### config.mk
export PLATFORM = sky130hd
export DESIGN_NAME = pc_fetch_unit
export DESIGN_NICKNAME = d
export VERILOG_FILES = /design/src/rtl/pc_fetch_unit.sv
export SDC_FILE = /design/constraint.sdc
export NUM_CORES = 1
export LEC_CHECK = 0
export BUFFER_PORTS_ARGS = -buffer_cell sky130_fd_sc_hd__buf_2
export CORE_MARGIN = 5
export CORE_UTILIZATION = 35
export CTS_CLUSTER_DIAMETER = 200
export CTS_CLUSTER_SIZE = 8
export DETAILED_ROUTE_END_ITERATION = 6
export PLACE_DENSITY_LB_ADDON = 0.05
export SYNTH_ARGS = -nofsm -noshare
export SYNTH_HDL_FRONTEND = slang
export SYNTH_SLANG_ARGS = --single-unit
### constraint.sdc
create_clock -name clk -period 2.52 [get_ports clk]
set_clock_uncertainty 0.2 [all_clocks]
set_input_delay 0.504 -clock clk [delete_from_list [all_inputs] [get_ports clk]]
set_output_delay 0.504 -clock clk [all_outputs]
set_load 0.01 [all_outputs]
### src/rtl/pc_fetch_unit.sv
// rtl/pc_fetch_unit.sv - program counter and instruction fetch stage
// Owns the PC and runs one memory read per accepted fetch request.
module pc_fetch_unit #(
  parameter int ADDR_W   = 8,
  parameter int DATA_W   = 16,
  parameter int RD_LAT   = 1,
  parameter int RESET_PC = 0
) (
  input  logic              clk,
  input  logic              rst,
  input  logic              en,
  input  logic              en_ram_in,
  input  logic              en_pc_pulse,
  input  logic [1:0]        pc_ctrl,
  input  logic [7:0]        offset_addr,
  output logic [ADDR_W-1:0] mem_addr,
  output logic              mem_rd,
  input  logic [DATA_W-1:0] mem_data,
  output logic [DATA_W-1:0] ins,
  output logic              en_ram_out,
  output logic              busy,
  output logic [ADDR_W-1:0] pc
);

  typedef enum logic [1:0] {S_IDLE, S_REQ, S_WAIT, S_CAP} state_t;

  localparam logic [3:0]        LAT_LAST = 4'(RD_LAT - 1);
  localparam logic [ADDR_W-1:0] PC_RST   = ADDR_W'(RESET_PC);
  localparam logic [ADDR_W-1:0] PC_ONE   = ADDR_W'(1);

  state_t            state, state_nxt;
  logic [3:0]        lat_cnt;
  logic              accept, capture;
  logic [ADDR_W-1:0] off_sext, off_zext, pc_nxt;

  always_ff @(posedge clk or posedge rst) begin
    if (rst) state <= S_IDLE;
    else     state <= state_nxt;
  end

  always_comb begin
    state_nxt = state;
    accept    = 1'b0;
    capture   = 1'b0;
    case (state)
      S_IDLE: begin
        if (en_ram_in && en) begin
          accept    = 1'b1;
          state_nxt = S_REQ;
        end
      end
      S_REQ:  state_nxt = S_WAIT;
      S_WAIT: begin
        if (lat_cnt == LAT_LAST) begin
          capture   = 1'b1;
          state_nxt = S_CAP;
        end
      end
      S_CAP:  state_nxt = S_IDLE;
      default: state_nxt = S_IDLE;
    endcase
  end

  // Offset is an 8-bit IR field; widen it to the PC width.
  always_comb begin
    off_sext      = {ADDR_W{offset_addr[7]}};
    off_sext[7:0] = offset_addr;
    off_zext      = '0;
    off_zext[7:0] = offset_addr;
  end

  always_comb begin
    pc_nxt = pc;
    case (pc_ctrl)
      2'b01:   pc_nxt = pc + PC_ONE;
      2'b10:   pc_nxt = pc + off_sext;
      2'b11:   pc_nxt = off_zext;
      default: pc_nxt = pc;
    endcase
  end

  // Strobes are registered from the next state so they line up with it.
  always_ff @(posedge clk or posedge rst) begin
    if (rst) begin
      mem_rd     <= 1'b0;
      en_ram_out <= 1'b0;
      busy       <= 1'b0;
      mem_addr   <= PC_RST;
      lat_cnt    <= 4'd0;
      ins        <= '0;
      pc         <= PC_RST;
    end else begin
      mem_rd     <= (state_nxt == S_REQ);
      en_ram_out <= (state_nxt == S_CAP);
      busy       <= (state_nxt != S_IDLE);
      if (accept)
        mem_addr <= pc;
      if (state == S_REQ)
        lat_cnt <= 4'd0;
      else if (state == S_WAIT)
        lat_cnt <= lat_cnt + 4'd1;
      if (capture)
        ins <= mem_data;
      if (en_pc_pulse && en)
        pc <= pc_nxt;
    end
  end

endmodule

; ---- Word-level counts from Yosys, hierarchy flattened
; Index checks and enable logic that the tools add are counted.
[totals]
reg_bits = 41
output_inout_bits = 35
[op_classes]
addsub = 3
n_eq_ne = 8
mux = 10
reduce_logical = 8
[ops]
columns = operator, count
row1 = 8-bit one-hot mux with 3 select lines, 1
row2 = 2-bit equality test (second input constant), 5
row3 = 8-bit by 1-bit adder with 8-bit output (second input constant), 1
row4 = 8-bit adder, 1
row5 = 4-bit 2-to-1 mux, 2
row6 = 2-bit one-hot mux with 4 select lines, 1
row7 = 2-bit by 1-bit equality test with 1-bit output (second input constant), 3
row8 = 4-bit by 1-bit adder with 4-bit output (second input constant), 1
row9 = 4-bit zero test, 1
row10 = 1-bit 2-to-1 mux, 4
row11 = 2-bit 2-to-1 mux, 2
row12 = 2-bit nonzero test, 2
row13 = 3-bit nonzero test, 1
row14 = 1-bit logical AND, 2
row15 = 2-bit zero test, 1
row16 = 2-bit AND reduction, 1

; ---- Longest topological paths before layout
[depth]
word_depth = 4
depth_mapped = 11
ltp_nobuf = 10

; ---- Worst setup path after synthesis
; No wires, ideal clock.
[synth_path]
path_type = input to register
start = input pc_ctrl[1]
end = register pc[7]
arrival_time_ns = 2.249
required_ns = 2.184
setup_slack_ns = -0.065
path_stages = 10
path_buffers = 1
cell_sequence = buf_2 > nor2b_1 > nand2_1 > inv_1 > ha_1 > a211oi_2 > o21ai_1 > a311o_1 > a21oi_1 > a211oi_2
[synth_via]
elab_chain_len = 3
word_cells_on_any_way = 6
[synth_rtl]
columns = item, line_no
row1 = from (decl), 14  ; input logic [1:0] pc_ctrl,
row2 = 2-bit equality test or 2-bit by 1-bit equality test with 1-bit output (tied branches), 74  ; case (pc_ctrl)
row3 = 3-bit nonzero test (no line), --
row4 = 2-bit AND reduction (no line), --
row5 = to (signal assigned), 105  ; pc <= pc_nxt;
row6 = to (decl), 22  ; output logic [ADDR_W-1:0] pc
; Parallel ways exist; a longest one is shown, timed or not.
; A chain may end at the register's enable or synchronous reset.

; ---- Final worst setup path
; Same ends and word-level chain as after synthesis.

==> summary.md <==
| Metric | Value |
|---|---|
| Area leader, netlist | `dfrtp_1` |
| Initial antenna violation count | `0` |
| Cts bufs inserted | `5` |
| Number of synthesized flops with an enable pin | `0` |
| Clock transition at the registers of the reported paths | `0.09 ns` |
| DP Area | `2630 um^2` |
| Crit-path max cell delay | `0.39 ns` |
| Status | `completed` |
| Top Ports | `66` |
| Rel. slew slack | `65.2%` |
| Setup total negative slack | `0 ns` |
| Drt pass-1 iters | `4` |
| Total die area | `7710 um^2` |
| Final setup vio count | `0` |
| Cell Rows | `28` |
| Worst Path Required | `2.49 ns` |
| DRT Wirelength | `4.78 mm` |
| Final slew viol count | `0` |
| Post-Synthesis Cell Area | `2120 um^2` |
| Drt drc | `0` |
| FILL cells | `595` |
| Core Area | `5890 um^2` |
| RSZ-0062 raised after global routing | `false` |
| Critical path data arrival time | `2.30 ns` |
| Initial Util | `36.0%` |
| Kind of critical path | `in2reg` |
| Total Power | `2850 uW` |
| Area growth, synth to finish | `28.4%` |
| Final cell count without fillers | `343` |
| Share of the synthesized area in the top cell type | `48.4%` |
| Syn Nets | `229` |
| Fin crit period | `2.32 ns` |
| Mean Syn Cell Area | `11.5 um^2` |
| Post-synth top cells | `dfrtp_1 (41), nand2_1 (18), mux2_1 (16), ha_1 (13), inv_1 (8)` |
| Synth top area cells | `dfrtp_1 (48%), mux2_1 (8.5%), ha_1 (7.7%), mux2_2 (3.7%), nand2_1 (3.2%)` |
| Yosys cell types | `43` |
| Register area | `1030 um^2` |
| Setup Buffers After CTS | `0` |
| Vias per cell | `4.79` |
| Worst min path class | `in2async` |
| CTS resizes | `0` |
| Area occupied by multi-input gates | `1040 um^2` |
| Gr ovfl total | `0` |
| Clk buf depth | `2` |
| CP bufs+invs | `2` |
| Max cap viols | `0` |
| Number of global-route vias before repair | `1618` |
| Placed Instances | `335` |
| Count leader, synth | `dfrtp_1` |
| Hpwl dp | `3.72 mm` |
| Pleak | `0.00135 uW` |
| Wirelength per Cell | `13.9 um` |
| Startpoint types | `input pin` |
| Die Height | `87.8 um` |
| Die X | `87.8 um` |
| Layout cell share with drive strength beyond 1 | `38.8%` |
| I/O Buffers | `65` |
| CP delay by family, top | `simple AND/OR/NAND/NOR gates` |
| Final period utilization | `92.1%` |
| Tot GR Track Use | `13.0%` |
| Iter 0 DRT Violations | `34` |
| Largest net degree at the start of global routing | `42` |
| Crit-path cells | `buf_2 > nor2b_2 > buf_4 > and2_1 > ha_1 > nand2_1 > nor3_1 > o311ai_1 > a21oi_1 > a211oi_2` |
| Final Cell Area | `2720 um^2` |
| Antenna diode count | `0` |
| Number of synthesized register bits | `41` |
| Ys async rst share | `100%` |
| Post-DRT Antenna Nets | `0` |
| Achievable Freq | `431 MHz` |
| Slowest stage cell on the critical path | `nor3_1` |
| CP endpoint kind | `flop` |
| H-tree levels | `2` |
| GPL Wtd Cong | `0.779` |
| Predominant post-synthesis flop cell | `dfrtp_1` |
| Via count | `1643` |
| Worst skew pair latency | `0.29 ns` |
| Yosys warnings | `0` |
| Synth Instances | `184` |
| Hold Violations, Final | `0` |
| Root Driver | `clkbuf_8` |
| Worst Max-Slew Pin Slew | `0.523 ns` |
| Crit Path Max Fanout | `6` |
| Cts hold-fix bufs | `0` |
| First-pass GRT wire length | `7.76 mm` |
| Clk sinks | `41` |
| Final layout net count | `312` |
| Seq/Total Area, Yosys | `48.4%` |
| PwrDens | `1050 nW/um^2` |
| CTS tree | `built` |
| Max IR drop VDD | `0.382 mV` |
[worst reg2reg max path, stage by stage, from the launching register on]
cell     delay [ns]
dfrtp_1        0.42
ha_1           0.22
inv_1          0.07
fa_1           0.20
nor2b_1        0.06
o21a_2         0.21
o31ai_2        0.26
mux2i_1        0.25
nor3_2         0.06
[cells in the final DEF, fill, tap and decap left out, types with 2 or more instances in the layout]
master    instances
and2_1            6
buf_2            65
o211ai_1          2
buf_4            15
nor2_1            5
a21o_1            2
nand3_1           4
a21oi_1           7
nand2b_1          2
o21ai_1           7
nand2_1          18
clkbuf_8          5
dfrtp_1          41
nor2b_1           3
ha_1             13
a211oi_2          2
inv_1             8
xnor2_1           2
mux2_1           16
mux2i_1           5
o21ai_0           7
mux2_2            7
[metal layers]
layer  part of all wire, %  routed length [um]  GRT usage (%)
met5                     0                   0              0
met4                  0.48                  23           3.35
met3                   7.5                 360           3.48
met2                    46                2200           21.2
met1                    46                2200           17.0
[where the power goes]
| group | internal, uW | total (uW) | switching (uW) |
|---|---|---|---|
| clock network | 197 | 446 | 249 |
| registers | 956 | 1120 | 164 |
| logic | 626 | 1290 | 660 |
[area by class of cell]
cell class	instances	area share, %
Clock buffer	5	2.53
Multi-Input combinational cell	131	38.3
Clock inverter	3	0.782
Sequential cell	41	37.7
Inverter	8	1.10
Tap cell	75	3.45
Timing Repair Buffer	80	16.1
[path summary, 6_finish.rpt]
path / startpoint / slack [ns] / endpoint / depth (start not counted)
setup / recovery: pc_ctrl[1] / 0.20 / pc[7] / 10
hold / removal: rst / 0.13 / pc[6] / 3
setup reg to reg: pc[0] / 0.48 / pc[6] / 8
hold reg to reg: ins[12] / 0.29 / ins[12] / 1
max in group asynchronous: rst / 1.63 / pc[1] / 3
min in group clk: mem_data[11] / 0.22 / ins[11] / 2
[flip-flops by register name, summed over array words and instances (netlist names)]
name and cells:
state 2, ins 16, lat_cnt 4, mem_addr 8, mem_rd 1, pc 8
en_ram_out 1, busy 1
[stage by stage]
stage / utilization, % / setup WS, ns / hold slack (ns)
5_1_grt: 46.2 / 0.0151 / 0.192
2_1_floorplan: - / 0.0335 / 0.315
4_1_cts: 46.2 / 0.212 / 0.147
3_5_place_dp: 44.7 / -0.105 / 0.270
3_3_place_gp: 44.7 / -0.102 / 0.264
6_report: 46.2 / 0.200 / 0.129
[logic make-up (layout without fill, tap and decap cells)]
kind of cell	count (synthesis)	in the layout	synth area share [%]
AOI/OAI and AO/OA	39	39	13.1
xor gates and xnor gates	3	3	1.24
adders and majority gates	14	14	8.62
buffers and inverters	12	96	2.48
DFF	41	41	48.4
muxes	28	28	14.6
and+or+nand+nor	47	47	11.6
(Power assumes the default switching activity.)
